--- src/rtl/csr_trap_ctrl_if.sv ---
// Bundle between the M-mode trap sequencer and the core / CSR file.
// The master drives trap requests and current CSR values; the slave
// (the sequencer) answers with ack/flush/busy, the CSR write port and
// the fetch redirect.
interface csr_trap_ctrl_if;
  // requests and context from commit
  logic        exc_valid;
  logic [3:0]  exc_code;
  logic [31:0] exc_pc;
  logic [31:0] exc_tval;
  logic        mret_valid;
  logic [31:0] next_pc;
  // current machine CSR values
  logic [31:0] mip;
  logic [31:0] mie;
  logic [31:0] mstatus_rd;
  logic [31:0] mtvec_rd;
  logic [31:0] mepc_rd;
  logic        pipe_drained;
  // sequencer responses
  logic        trap_ack;
  logic        flush_req;
  logic        busy;
  logic        csr_we;
  logic [11:0] csr_waddr;
  logic [31:0] csr_wdata;
  logic        redirect_valid;
  logic [31:0] redirect_pc;

  modport master (
    output exc_valid, exc_code, exc_pc, exc_tval, mret_valid, next_pc,
    output mip, mie, mstatus_rd, mtvec_rd, mepc_rd, pipe_drained,
    input  trap_ack, flush_req, busy, csr_we, csr_waddr, csr_wdata,
    input  redirect_valid, redirect_pc
  );

  modport slave (
    input  exc_valid, exc_code, exc_pc, exc_tval, mret_valid, next_pc,
    input  mip, mie, mstatus_rd, mtvec_rd, mepc_rd, pipe_drained,
    output trap_ack, flush_req, busy, csr_we, csr_waddr, csr_wdata,
    output redirect_valid, redirect_pc
  );
endinterface

--- src/rtl/csr_trap_ctrl.sv ---
// M-mode trap sequencer.
// In IDLE it picks exception > mret > pending interrupt, acknowledges the
// winner, holds the pipeline in flush until it has drained, writes the
// machine CSRs one per cycle through the single write port and finally
// redirects fetch to the trap handler (or to mepc for mret).
// Only XLEN = 32 is supported.
module csr_trap_ctrl #(
  parameter int XLEN      = 32,
  parameter bit VECTOR_EN = 1'b1
) (
  input  logic           clk,
  input  logic           rst,
  csr_trap_ctrl_if.slave bus
);

  localparam logic [11:0]     CSR_MSTATUS = 12'h300;
  localparam logic [11:0]     CSR_MEPC    = 12'h341;
  localparam logic [11:0]     CSR_MCAUSE  = 12'h342;
  localparam logic [11:0]     CSR_MTVAL   = 12'h343;
  // MEI(11), MTI(7), MSI(3) are the only interrupt sources handled here
  localparam logic [XLEN-1:0] IRQ_MASK    = {{(XLEN-12){1'b0}}, 12'h888};
  localparam logic [XLEN-1:0] ALIGN_MASK  = ~{{(XLEN-2){1'b0}}, 2'b11};
  localparam logic [XLEN-1:0] ZERO        = {XLEN{1'b0}};

  typedef enum logic [2:0] {
    S_IDLE     = 3'd0,
    S_FLUSH    = 3'd1,
    S_WR_EPC   = 3'd2,
    S_WR_CAUSE = 3'd3,
    S_WR_TVAL  = 3'd4,
    S_WR_ST    = 3'd5,
    S_MRET_ST  = 3'd6,
    S_REDIRECT = 3'd7
  } state_e;

  typedef enum logic [1:0] {
    K_EXC  = 2'd0,
    K_INT  = 2'd1,
    K_MRET = 2'd2
  } kind_e;

  state_e          state_q, state_d;
  kind_e           kind_q, kind_d;
  logic [XLEN-1:0] cause_q, cause_d;
  logic [XLEN-1:0] epc_q, epc_d;
  logic [XLEN-1:0] tval_q, tval_d;
  logic [3:0]      code_q, code_d;

  logic [XLEN-1:0] int_en_s;
  logic            int_pend_s;
  logic [3:0]      int_code_s;

  logic            ack_s;
  logic            flush_s;
  logic            we_s;
  logic [11:0]     waddr_s;
  logic [XLEN-1:0] wdata_s;
  logic            rv_s;
  logic [XLEN-1:0] rpc_s;

  // mstatus on trap entry: MPIE <= MIE, MIE <= 0, MPP <= M.
  function automatic logic [XLEN-1:0] mstatus_on_trap(input logic [XLEN-1:0] ms);
    logic [XLEN-1:0] r;
    r        = ms;
    r[7]     = ms[3];
    r[3]     = 1'b0;
    r[12:11] = 2'b11;
    return r;
  endfunction

  // mstatus on mret: MIE <= MPIE, MPIE <= 1, MPP stays M (only mode implemented).
  function automatic logic [XLEN-1:0] mstatus_on_mret(input logic [XLEN-1:0] ms);
    logic [XLEN-1:0] r;
    r        = ms;
    r[3]     = ms[7];
    r[7]     = 1'b1;
    r[12:11] = 2'b11;
    return r;
  endfunction

  // Handler address; MODE 2/3 fall back to direct, exceptions never vector.
  function automatic logic [XLEN-1:0] trap_target(input logic [XLEN-1:0] tvec,
                                                   input logic            is_int,
                                                   input logic [3:0]      code);
    logic [XLEN-1:0] base;
    base = tvec & ALIGN_MASK;
    if (VECTOR_EN && is_int && (tvec[1:0] == 2'b01)) begin
      return base + {{(XLEN-6){1'b0}}, code, 2'b00};
    end else begin
      return base;
    end
  endfunction

  // Enabled-interrupt detection and fixed priority MEI > MSI > MTI.
  always_comb begin
    int_en_s   = bus.mip & bus.mie & IRQ_MASK;
    int_pend_s = bus.mstatus_rd[3] & (|int_en_s);
    if (int_en_s[11]) begin
      int_code_s = 4'd11;
    end else if (int_en_s[3]) begin
      int_code_s = 4'd3;
    end else if (int_en_s[7]) begin
      int_code_s = 4'd7;
    end else begin
      int_code_s = 4'd0;
    end
  end

  // Next-state, request capture and per-state output decode.
  always_comb begin
    state_d = state_q;
    kind_d  = kind_q;
    cause_d = cause_q;
    epc_d   = epc_q;
    tval_d  = tval_q;
    code_d  = code_q;
    ack_s   = 1'b0;
    flush_s = 1'b0;
    we_s    = 1'b0;
    waddr_s = 12'h000;
    wdata_s = ZERO;
    rv_s    = 1'b0;
    rpc_s   = ZERO;

    case (state_q)
      S_IDLE: begin
        if (bus.exc_valid) begin
          ack_s   = 1'b1;
          kind_d  = K_EXC;
          cause_d = {1'b0, {(XLEN-5){1'b0}}, bus.exc_code};
          epc_d   = bus.exc_pc;
          tval_d  = bus.exc_tval;
          code_d  = bus.exc_code;
          state_d = S_FLUSH;
        end else if (bus.mret_valid) begin
          ack_s   = 1'b1;
          kind_d  = K_MRET;
          cause_d = ZERO;
          epc_d   = ZERO;
          tval_d  = ZERO;
          code_d  = 4'd0;
          state_d = S_FLUSH;
        end else if (int_pend_s) begin
          ack_s   = 1'b1;
          kind_d  = K_INT;
          cause_d = {1'b1, {(XLEN-5){1'b0}}, int_code_s};
          epc_d   = bus.next_pc;
          tval_d  = ZERO;
          code_d  = int_code_s;
          state_d = S_FLUSH;
        end else begin
          state_d = S_IDLE;
        end
      end

      S_FLUSH: begin
        flush_s = 1'b1;
        if (bus.pipe_drained) begin
          state_d = (kind_q == K_MRET) ? S_MRET_ST : S_WR_EPC;
        end else begin
          state_d = S_FLUSH;
        end
      end

      S_WR_EPC: begin
        flush_s = 1'b1;
        we_s    = 1'b1;
        waddr_s = CSR_MEPC;
        wdata_s = epc_q & ALIGN_MASK;
        state_d = S_WR_CAUSE;
      end

      S_WR_CAUSE: begin
        flush_s = 1'b1;
        we_s    = 1'b1;
        waddr_s = CSR_MCAUSE;
        wdata_s = cause_q;
        state_d = S_WR_TVAL;
      end

      S_WR_TVAL: begin
        flush_s = 1'b1;
        we_s    = 1'b1;
        waddr_s = CSR_MTVAL;
        wdata_s = tval_q;
        state_d = S_WR_ST;
      end

      S_WR_ST: begin
        flush_s = 1'b1;
        we_s    = 1'b1;
        waddr_s = CSR_MSTATUS;
        wdata_s = mstatus_on_trap(bus.mstatus_rd);
        state_d = S_REDIRECT;
      end

      S_MRET_ST: begin
        flush_s = 1'b1;
        we_s    = 1'b1;
        waddr_s = CSR_MSTATUS;
        wdata_s = mstatus_on_mret(bus.mstatus_rd);
        state_d = S_REDIRECT;
      end

      S_REDIRECT: begin
        flush_s = 1'b1;
        rv_s    = 1'b1;
        if (kind_q == K_MRET) begin
          // mepc is read here, after any earlier CSR writes have landed
          rpc_s = bus.mepc_rd & ALIGN_MASK;
        end else begin
          rpc_s = trap_target(bus.mtvec_rd, kind_q == K_INT, code_q);
        end
        state_d = S_IDLE;
      end

      default: begin
        state_d = S_IDLE;
      end
    endcase
  end

  // State and capture registers; async reset abandons any sequence in flight.
  always_ff @(posedge clk or posedge rst) begin
    if (rst) begin
      state_q <= S_IDLE;
      kind_q  <= K_EXC;
      cause_q <= ZERO;
      epc_q   <= ZERO;
      tval_q  <= ZERO;
      code_q  <= 4'd0;
    end else begin
      state_q <= state_d;
      kind_q  <= kind_d;
      cause_q <= cause_d;
      epc_q   <= epc_d;
      tval_q  <= tval_d;
      code_q  <= code_d;
    end
  end

  // The ack is decoded from live request inputs, so it is forced low while
  // reset is asserted to keep every output at 0 during reset.
  assign bus.trap_ack       = ack_s & ~rst;
  assign bus.flush_req      = flush_s;
  assign bus.busy           = (state_q != S_IDLE);
  assign bus.csr_we         = we_s;
  assign bus.csr_waddr      = waddr_s;
  assign bus.csr_wdata      = wdata_s;
  assign bus.redirect_valid = rv_s;
  assign bus.redirect_pc    = rpc_s;

endmodule

--- src/flat_wrapper.sv ---
// flat-port wrapper written by rule: the top's interface ports become plain ports
module csr_trap_ctrl_flat 
#(
  parameter int XLEN      = 32,
  parameter bit VECTOR_EN = 1'b1
)
  (clk, rst, bus_exc_valid, bus_exc_code, bus_exc_pc, bus_exc_tval, bus_mret_valid, bus_next_pc, bus_mip, bus_mie, bus_mstatus_rd, bus_mtvec_rd, bus_mepc_rd, bus_pipe_drained, bus_trap_ack, bus_flush_req, bus_busy, bus_csr_we, bus_csr_waddr, bus_csr_wdata, bus_redirect_valid, bus_redirect_pc);
  csr_trap_ctrl_if bus_i ();
  input  logic clk;
  input  logic rst;
  input wire logic [$bits(bus_i.exc_valid)-1:0] bus_exc_valid;
  input wire logic [$bits(bus_i.exc_code)-1:0] bus_exc_code;
  input wire logic [$bits(bus_i.exc_pc)-1:0] bus_exc_pc;
  input wire logic [$bits(bus_i.exc_tval)-1:0] bus_exc_tval;
  input wire logic [$bits(bus_i.mret_valid)-1:0] bus_mret_valid;
  input wire logic [$bits(bus_i.next_pc)-1:0] bus_next_pc;
  input wire logic [$bits(bus_i.mip)-1:0] bus_mip;
  input wire logic [$bits(bus_i.mie)-1:0] bus_mie;
  input wire logic [$bits(bus_i.mstatus_rd)-1:0] bus_mstatus_rd;
  input wire logic [$bits(bus_i.mtvec_rd)-1:0] bus_mtvec_rd;
  input wire logic [$bits(bus_i.mepc_rd)-1:0] bus_mepc_rd;
  input wire logic [$bits(bus_i.pipe_drained)-1:0] bus_pipe_drained;
  output wire logic [$bits(bus_i.trap_ack)-1:0] bus_trap_ack;
  output wire logic [$bits(bus_i.flush_req)-1:0] bus_flush_req;
  output wire logic [$bits(bus_i.busy)-1:0] bus_busy;
  output wire logic [$bits(bus_i.csr_we)-1:0] bus_csr_we;
  output wire logic [$bits(bus_i.csr_waddr)-1:0] bus_csr_waddr;
  output wire logic [$bits(bus_i.csr_wdata)-1:0] bus_csr_wdata;
  output wire logic [$bits(bus_i.redirect_valid)-1:0] bus_redirect_valid;
  output wire logic [$bits(bus_i.redirect_pc)-1:0] bus_redirect_pc;
  assign bus_i.exc_valid = bus_exc_valid;
  assign bus_i.exc_code = bus_exc_code;
  assign bus_i.exc_pc = bus_exc_pc;
  assign bus_i.exc_tval = bus_exc_tval;
  assign bus_i.mret_valid = bus_mret_valid;
  assign bus_i.next_pc = bus_next_pc;
  assign bus_i.mip = bus_mip;
  assign bus_i.mie = bus_mie;
  assign bus_i.mstatus_rd = bus_mstatus_rd;
  assign bus_i.mtvec_rd = bus_mtvec_rd;
  assign bus_i.mepc_rd = bus_mepc_rd;
  assign bus_i.pipe_drained = bus_pipe_drained;
  assign bus_trap_ack = bus_i.trap_ack;
  assign bus_flush_req = bus_i.flush_req;
  assign bus_busy = bus_i.busy;
  assign bus_csr_we = bus_i.csr_we;
  assign bus_csr_waddr = bus_i.csr_waddr;
  assign bus_csr_wdata = bus_i.csr_wdata;
  assign bus_redirect_valid = bus_i.redirect_valid;
  assign bus_redirect_pc = bus_i.redirect_pc;
  csr_trap_ctrl #(.XLEN(XLEN), .VECTOR_EN(VECTOR_EN)) u_core (.clk(clk), .rst(rst), .bus(bus_i));
endmodule
--- config.mk ---
export PLATFORM = sky130hd
export DESIGN_NAME = csr_trap_ctrl_flat
export DESIGN_NICKNAME = d
export VERILOG_FILES = /design/src/rtl/csr_trap_ctrl_if.sv /design/src/rtl/csr_trap_ctrl.sv /design/src/flat_wrapper.sv
export SDC_FILE = /design/constraint.sdc
export NUM_CORES = 1
export LEC_CHECK = 0
export BUFFER_PORTS_ARGS = -buffer_cell sky130_fd_sc_hd__buf_4
export CAP_MARGIN = 20
export CORE_AREA = 3 3 134 136
export CTS_CLUSTER_SIZE = 12
export DETAILED_ROUTE_END_ITERATION = 10
export DIE_AREA = 0 0 137 139
export SYNTH_ARGS = -nofsm -noshare
export SYNTH_HDL_FRONTEND = slang
export SYNTH_SLANG_ARGS = --single-unit
--- constraint.sdc ---
create_clock -name clk -period 5 [get_ports clk]
set_input_delay 1 -clock clk [delete_from_list [all_inputs] [get_ports clk]]
set_output_delay 1 -clock clk [all_outputs]
set_load 0.005 [all_outputs]
==> Word-level counts from Yosys, hierarchy flattened <==
Cells that the tools add are included.
{ "word_totals": {"reg_bits": 105, "wordCells": 66, "in_bits": 265, "output_inout_bits": 81} }
{ "op_classes": {"n_eq_ne": 10, "n_reduce_logical": 9, "n_bitwise": 4, "n_mux": 36, "n_addsub": 1} }
{ "op_table": {"columns": ["cell", "n"], "rows": [
  ["32-bit two-way mux", 12],
  ["32-bit case mux with 5 select lines", 1],
  ["10-bit case mux with 4 select lines", 1],
  ["32-bit by 6-bit adder with 32-bit output", 1],
  ["3-bit case mux with 7 select lines", 1],
  ["3-bit two-way mux", 6],
  ["4-bit two-way mux", 4],
  ["12-bit bitwise AND", 1],
  ["3-bit == test, second input constant", 4],
  ["1-bit two-way mux", 8],
  ["7-bit OR reduction", 1],
  ["3-bit by 2-bit == test with 1-bit output, second input constant", 2],
  ["2-bit two-way mux", 3],
  ["3-bit nonzero test", 2],
  ["5-bit OR reduction", 1],
  ["2-bit by 1-bit == test with 1-bit output, second input constant", 2],
  ["3-bit by 1-bit == test with 1-bit output, second input constant", 1],
  ["3-bit zero test", 1],
  ["3-bit OR reduction", 1],
  ["1-bit bitwise AND", 2],
  ["2-bit == test, second input constant", 1],
  ["2-bit AND reduction", 1],
  ["2-bit OR reduction", 1],
  ["1-bit logical AND", 1],
  ["1-bit inverter", 1]
]} }

==> Longest topological paths before layout <==
Gate-level depths: netlist of run 1.
{ "logic_depth": {"ltp_word": 8, "ltp_mapped": 9} }

==> Worst setup path after synthesis of run 1 <==
Ideal clock, no wire load.
{ "synth_path": {"path_kind": "input port to output port", "from": "in bus_mtvec_rd[4]", "to": "out bus_redirect_pc[25]", "path_stages": 7, "arrival_time_ns": 2.836, "slack_ns": 1.164, "path_cell_list": "ha_1 o21a_1 a21oi_1 or4_1 buf_2 or4_1 a31oi_1"} }
{ "synth_between": {"elab_chain_cells": 4} }
{ "synth_lines": {"columns": ["item", "line_no", "text"], "rows": [
  ["from (decl)", "flat_wrapper.sv:20", "input wire logic [$bits(bus_i.mtvec_rd)-1:0] bus_mtvec_rd;"],
  ["32-bit by 6-bit adder with 32-bit output", "csr_trap_ctrl.sv:88", "return base + {{(XLEN-6){1'b0}}, code, 2'b00};"],
  ["32-bit two-way mux", "csr_trap_ctrl.sv:87", "if (VECTOR_EN && is_int && (tvec[1:0] == 2'b01)) begin"],
  ["32-bit two-way mux", "csr_trap_ctrl.sv:208", "if (kind_q == K_MRET) begin"],
  ["32-bit two-way mux", "csr_trap_ctrl.sv:125", "case (state_q)"],
  ["to (decl)", "flat_wrapper.sv:30", "output wire logic [$bits(bus_i.redirect_pc)-1:0] bus_redirect_pc;"]
]} }
Every way passes these cells.

==> Final worst setup path of run 1 <==
{ "layout_path": {"from": "in bus_mtvec_rd[1]", "to": "out bus_redirect_pc[25]"} }
{ "layout_between": {"elab_chain_cells": 5} }
{ "layout_lines": {"columns": ["item", "line_no"], "rows": [
  ["2-bit by 1-bit == test with 1-bit output", "csr_trap_ctrl.sv:87"],
  ["1-bit logical AND", "csr_trap_ctrl.sv:87"],
  ["32-bit two-way mux", "csr_trap_ctrl.sv:87"],
  ["32-bit two-way mux", "csr_trap_ctrl.sv:208"],
  ["32-bit two-way mux", "csr_trap_ctrl.sv:125"]
]} }
Every way passes these cells.

==> results of run 1 <==
==> power breakdown <==
group | switching [mW] | internal [mW] | total (mW)
registers | 0.135 | 0.836 | 0.970
clock network | 0.251 | 0.400 | 0.651
logic | 1.22 | 0.945 | 2.17
==> worst register-to-register path, cell delays in order (launching register included) <==
cell	delay [ns]
dfrtp_1	0.41
buf_4	0.44
nor3_2	0.11
buf_4	0.22
o31ai_4	0.11
buf_4	0.80
a221oi_1	0.21
a21oi_1	0.17
==> logic make-up after synthesis <==
kind of cell    Yosys count  share of synthesized area, %
mux                       7                         1.413
compound gates          245                         30.31
flops                    71                         34.60
fa+ha+maj                 5                         1.365
buf+inv                 105                         8.675
xor+xnor                 14                         2.388
simple gates            236                         21.17
other cells               1                       0.07303
==> final cells by class <==
cell class | count | area (µm²) | area share, %
Inverter | 36 | 135.1 | 1.779
Clock inverter | 5 | 56.30 | 0.7414
Timing Repair Buffer | 283 | 2132 | 28.07
Multi-Input combinational cell | 516 | 2969 | 39.09
Clock buffer | 11 | 242.7 | 3.196
Sequential cell | 71 | 1778 | 23.41
Tap cell | 225 | 281.5 | 3.707
==> sequential cells by signal, indices dropped and copies added (netlist names) <==
register,cells
u_core.state_q,3
u_core.kind_q,2
u_core.cause_q,1
u_core.epc_q,30
u_core.tval_q,32
u_core.code_q,3
==> cells in the final DEF (no fill, tap or decap), drive strengths merged, types with 2 or more instances in the layout <==
master / netlist / layout
xor2: 5 / 5
a22oi: 29 / 29
nor2b: 2 / 2
or4: 6 / 6
nand2: 118 / 118
and4: 5 / 5
or3: 6 / 6
ha: 4 / 4
nand2b: 4 / 4
mux2i: 5 / 5
mux2: 2 / 2
clkinv: 1 / 3
a221oi: 32 / 32
o21ai: 68 / 68
and3: 3 / 3
buf: 17 / 283
o21a: 3 / 3
o211ai: 3 / 3
nor2: 33 / 33
nor4: 6 / 6
xnor2: 9 / 9
o22ai: 26 / 26
nor3: 3 / 3
conb: 1 / 9
nand3: 40 / 40
inv: 35 / 36
and2: 2 / 2
clkbuf: 52 / 11
dfrtp: 71 / 71
o31ai: 7 / 7
a211oi: 4 / 4
o2111ai: 3 / 3
o31a: 4 / 4
a21oi: 48 / 48
a31oi: 12 / 12
nand4: 5 / 5
==> layer usage <==
metal / part of all wire [%] / vias to the layer above
met3: 10 / 19
met1: 39 / 2766
li1: - / 2945
met2: 50 / 241
met5: 0 / -
met4: 1.3 / 0
==> worst paths after layout <==
kind                                    from                  end  slack (ns)  depth (start not counted)
min in group asynchronous                rst    u_core.tval_q[13]        0.93                          3
min                        u_core.tval_q[12]    u_core.tval_q[12]        0.46                          2
min reg2reg                u_core.tval_q[12]    u_core.tval_q[12]        0.46                          2
max                          bus_mtvec_rd[1]  bus_redirect_pc[25]        0.74                          7
max in group asynchronous                rst    u_core.state_q[2]        3.37                          3
max reg2reg                u_core.state_q[1]     u_core.epc_q[17]        2.46                          7
==> through the flow <==
stage          area, µm²  utilization (%)  setup WS (ns)
6_report            7595            44.53         0.7414
5_1_grt             7595            44.53         0.6006
4_1_cts             7580            44.44         0.7165
3_5_place_dp        7281            42.69         0.7168
3_3_place_gp        7281            42.69         0.6885
2_1_floorplan       5165                -          1.164
==> synthesized netlist by cell type (6+ instances only) <==
library cell	number
a21oi_1	48
a221oi_1	32
a22oi_1	29
a31oi_1	12
buf_4	11
clkbuf_1	52
dfrtp_1	71
inv_1	35
nand2_1	117
nand3_1	39
nor2_1	33
nor4_1	6
o21ai_0	68
o22ai_1	26
o31ai_1	7
or3_1	6
or4_1	6
xnor2_1	9
==> flow_summary.yaml, run 1 <==
run_status:
  status: "complete, no violations"
clock_tree:
  ctsHoldBuffers: 0
  ctsHtreeMaxLevel: 3
  postCtsResizedCells: 0
  postCtsSetupBuffers: 0
  clk_path_buf_depth: 2
  cts_sinks: 71
  clockRootBuffer: "clkbuf_16"
  cts_tree: "built"
  cts.clk_slew.worst_paths_ns: 0.05
  clkLatencyLatePin_ns: 0.34
  numCtsBuffers: 9
route:
  drtIter0Drc: 249
  antenna_left: 0
  avgRoutedWirePerCell_um: 17.21
  drcViolationCount: 0
  via_per_inst: 5.206
  firstDrtPassIters: 4
  dr_total_vias: 5971
  drt-total-wl_um: 19740
grt:
  grtUsageMet2_pct: 34.50
  antenna_found_initial: 0
  grt-ovfl-total: 0
  busiest_layer: "met2"
  track_usage_pct: 19.78
  grt_max_degree: 91
  grt_util_met1_pct: 23.89
  grt_pass1_vias: 5612
  grt_pass1_wl_um: 30200
  grtUsageMet3_pct: 5.733
sta:
  max_freq_mhz: 234.8
  timing.final.crit_period_ns: 4.259
  finalCritPeriodShare_pct: 85.17
  hold_violations: 0
  maxSlewViolCount: 0
  setup_viol: 0
  grt_setup_unrepaired: "no"
  fin_skew_ns: 0.009179
  max_slew_margin_pct: 29.37
  hold_slack_ns: 0.4631
  fin_tns_setup_ns: 0
  tightest_slew_ns: 1.057
logic_synthesis:
  synthCells: 684
  synth_area_per_cell_um2: 7.507
  ys_warn_count: 0
  synth_top_area_share_pct: 34.60
  synth-seq-cells: 71
  ys.flop_type: "dfrtp_1"
  synth_top_area_cell: "dfrtp_1"
  synth_edf_count: 0
  synth_area_um2: 5135
  ys_seq_area_share_pct: 34.60
  async_reset_ff_share_pct: 100.0
  ys_top_cells_by_area: "dfrtp_1, nand2_1, o21ai_0"
  ys_types: 51
placement:
  port-buffer-count: 270
  dp_hpwl_um: 14180
  place_congestion: 0.8144
  dpl.cell_count: 1130
die:
  ios: 346
  die_area_um2: 19040
  core_area_um2: 17060
  core.rowCount: 48
  die_x_um: 137
  start_util_pct: 30.11
  die_h_um: 139
setup_path:
  endpoint_kind: "primary output"
  arrival_ns: 3.26
  cp_max_fo: 10
  worst-path-buf-inv: 2
  cpMaxStageDelayCell: "or4_1"
  worstSetupStartpointType: "input port"
  critPathMaxStageDelay_ns: 0.72
  worstSetupPathType: "input port to primary output"
  path_cells: "buf_4 -> and4bb_1 -> nand2_4 -> or4_1 -> or4_1 -> a31oi_1 -> buf_4"
  required_ns: 4.00
  cp_top_family: "simple AND/OR/NAND/NOR gates"
pwr:
  p_per_area_nw_per_um2: 498.8
  finalPower_mw: 3.788
  peakVddDrop_mv: 0.2495
  cellLeakagePower_nw: 3.612
run:
  cap_viol_max_count: 0
layout:
  area_growth_pct: 47.90
  drive_gt1_share_pct: 33.51
  fin_cells: 1147
  fin_nets: 1187
  diodes: 0
  nFillCells: 1807
worst_hold_path:
  hold_path.class: "flop to flop"
Note: power is estimated with default switching activity, not from simulation.
==> run 2: changes to the inputs <==
--- a/config.mk
+++ b/config.mk
@@ -11,6 +11,7 @@
 export CTS_CLUSTER_SIZE = 12
 export DETAILED_ROUTE_END_ITERATION = 10
 export DIE_AREA = 0 0 137 139
+export SKIP_LAST_GASP = 1
 export SYNTH_ARGS = -nofsm -noshare
 export SYNTH_HDL_FRONTEND = slang
 export SYNTH_SLANG_ARGS = --single-unit
==> constraint.sdc (replaced) <==
create_clock -name clk -period 3.6 [get_ports clk]
set_input_delay 0.72 -clock clk [delete_from_list [all_inputs] [get_ports clk]]
set_output_delay 0.72 -clock clk [all_outputs]
set_load 0.005 [all_outputs]
==> flow_summary.yaml, run 2 (synthesis gave the netlist of run 1 again) <==
route:
  dr_total_vias: 6053
  avgRoutedWirePerCell_um: 17.27
  drcViolationCount: 0
  drtIter0Drc: 318
  via_per_inst: 5.205
  drt-total-wl_um: 20080
  firstDrtPassIters: 5
  antenna_left: 0
setup_path:
  critPathMostFrequentCell: "buf_4"
  cp_top_family: "simple AND/OR/NAND/NOR gates"
  path_cells: "buf_4 -> ha_1 -> inv_1 -> fa_2 -> nor2b_1 -> o21a_1 -> o2111ai_1 -> buf_4 -> or4_1 -> a31oi_1 -> buf_4"
  cp_max_fo: 11
  r2r-end: "u_core.epc_q[31]"
  reg2reg_slack_ns: 1.43
  ff2ff_path_depth: 6
  worst-path-buf-inv: 4
  worstSetupPathType: "input port to primary output"
  worstSetupStartpointType: "input port"
  endpoint_kind: "primary output"
  cpMaxStageDelayCell: "or4_1"
  required_ns: 2.88
  crit_end: "bus_redirect_pc[28]"
  r2r_start: "u_core.state_q[0]"
  crit_cells: 11
  arrival_ns: 2.78
  cp-startpoint: "bus_mtvec_rd[2]"
  critPathMaxStageDelay_ns: 0.47
placement:
  dp_hpwl_um: 14940
  place_congestion: 0.8281
  port-buffer-count: 270
  dpl.cell_count: 1145
sta:
  max_slew_margin_pct: 35.10
  fin_tns_setup_ns: 0
  timing.final.crit_period_ns: 3.495
  grt_setup_unrepaired: "yes"
  maxSlewViolCount: 0
  hold_violations: 0
  finalCritPeriodShare_pct: 97.09
  setup_viol: 0
  max_freq_mhz: 286.1
  fin_skew_ns: 0.007755
  tightest_slew_ns: 0.9735
grt:
  grt-ovfl-total: 0
  grt_max_degree: 92
  grt_pass1_vias: 5758
  track_usage_pct: 19.89
  grt_pass1_wl_um: 30270
  antenna_found_initial: 0
clock_tree:
  ctsHtreeMaxLevel: 3
  cts_tree: "built"
  numCtsBuffers: 9
  ctsHoldBuffers: 0
  cts_sinks: 71
  clk_path_buf_depth: 2
  clockRootBuffer: "clkbuf_16"
  cts.clk_slew.worst_paths_ns: 0.06
  clkLatencyLatePin_ns: 0.33
pwr:
  p_per_area_nw_per_um2: 676.5
  comb_power_share_pct: 58.8
  p_seq_share_pct: 26.1
  peakVddDrop_mv: 0.2714
  p_sw_mw: 2.225
  clkPwrFrac_pct: 15.1
  power.internal_mw: 2.979
  cellLeakagePower_nw: 3.680
  switching_share_pct: 42.75
layout:
  layout_commonest_cell: "buf_4"
  fin_nets: 1204
  diodes: 0
  top_regs: "u_core.tval_q (32), u_core.epc_q (30)"
  area_growth_pct: 49.78
  fin_cells: 1163
  largest_register_ffs: 32
  nFillCells: 1808
  post-route-util_pct: 45.09
  regMostFlops: "u_core.tval_q"
  final_cell_mix: "buf_4, nand2_1, dfrtp_1, o21ai_0, a21oi_1"
  drive_gt1_share_pct: 34.75
die:
  die_h_um: 139
  core.rowCount: 48
  start_util_pct: 30.11
  ios: 346
  die_x_um: 137
  die_area_um2: 19040
  core_area_um2: 17060
worst_hold_path:
  min-delay-start: "u_core.tval_q[12]"
  hold_path.class: "flop to flop"
run:
  cap_viol_max_count: 0
run_status:
  status: "complete, no violations"
[run 2: stage by stage]
stage          cell area, µm²  power, mW  setup WS [ns]  hold WS (ns)
6_report                 7691      5.203         0.1047        0.4578
5_1_grt                  7691      5.649       -0.03856        0.4859
4_1_cts                  7662      5.263        0.02206        0.4643
3_5_place_dp             7406      4.453        0.02641        0.4517
3_3_place_gp             7406      4.418        0.02655        0.4485
2_1_floorplan            5165      3.040         0.3241        0.4334
[run 2: final cells by class]
type	count	area, µm²	area share [%]
timing repair buffer	300	2265	29.45
clock inverter	4	23.77	0.3091
multi-input combinational	516	2975	38.69
sequential	71	1778	23.12
clock buffer	11	232.7	3.026
tap	225	281.5	3.660
inverter	36	135.1	1.757
[run 2: power by group through the flow]
stage,sequential (mW),clock [mW],combinational (mW)
2_1_floorplan,1.29,0,1.75
3_3_place_gp,1.37,0,3.05
3_5_place_dp,1.37,0,3.08
4_1_cts,1.36,0.810,3.09
5_1_grt,1.40,0.847,3.40
6_report,1.36,0.785,3.06
[run 2: repair_timing]
| action | 4_1_cts | 5_1_grt |
|---|---|---|
| resized for setup | 0 | 2 |
| setup buffers | 0 | 3 |
| endpoints found under the setup margin | 0 | 6 |
[run 2: tightest hold or removal path: stages (launching register included)]
cell and delay [ns]:
dfrtp_1 0.34, nand2_1 0.05, nand2_1 0.04
[run 2: how the worst min path moves through the flow]
stage	to	slack [ns]	depth (start not counted)
2_1_floorplan	u_core.tval_q[11]	0.43	2
3_3_place_gp	u_core.tval_q[12]	0.45	2
3_5_place_dp	u_core.tval_q[11]	0.45	2
4_1_cts	u_core.tval_q[11]	0.46	2
5_1_grt	u_core.tval_q[11]	0.49	2
6_report	u_core.tval_q[12]	0.46	2
[run 2: routing by layer]
layer  wire (µm)  GRT usage [%]  up-vias  share of wire [%]
li1            -              -     2979                  -
met1        8121          24.38     2816                 40
met2        9780          34.11      239                 49
met3        1862          5.479       19                9.3
met4         316          5.357        0                1.6
met5           0              0        -                  0
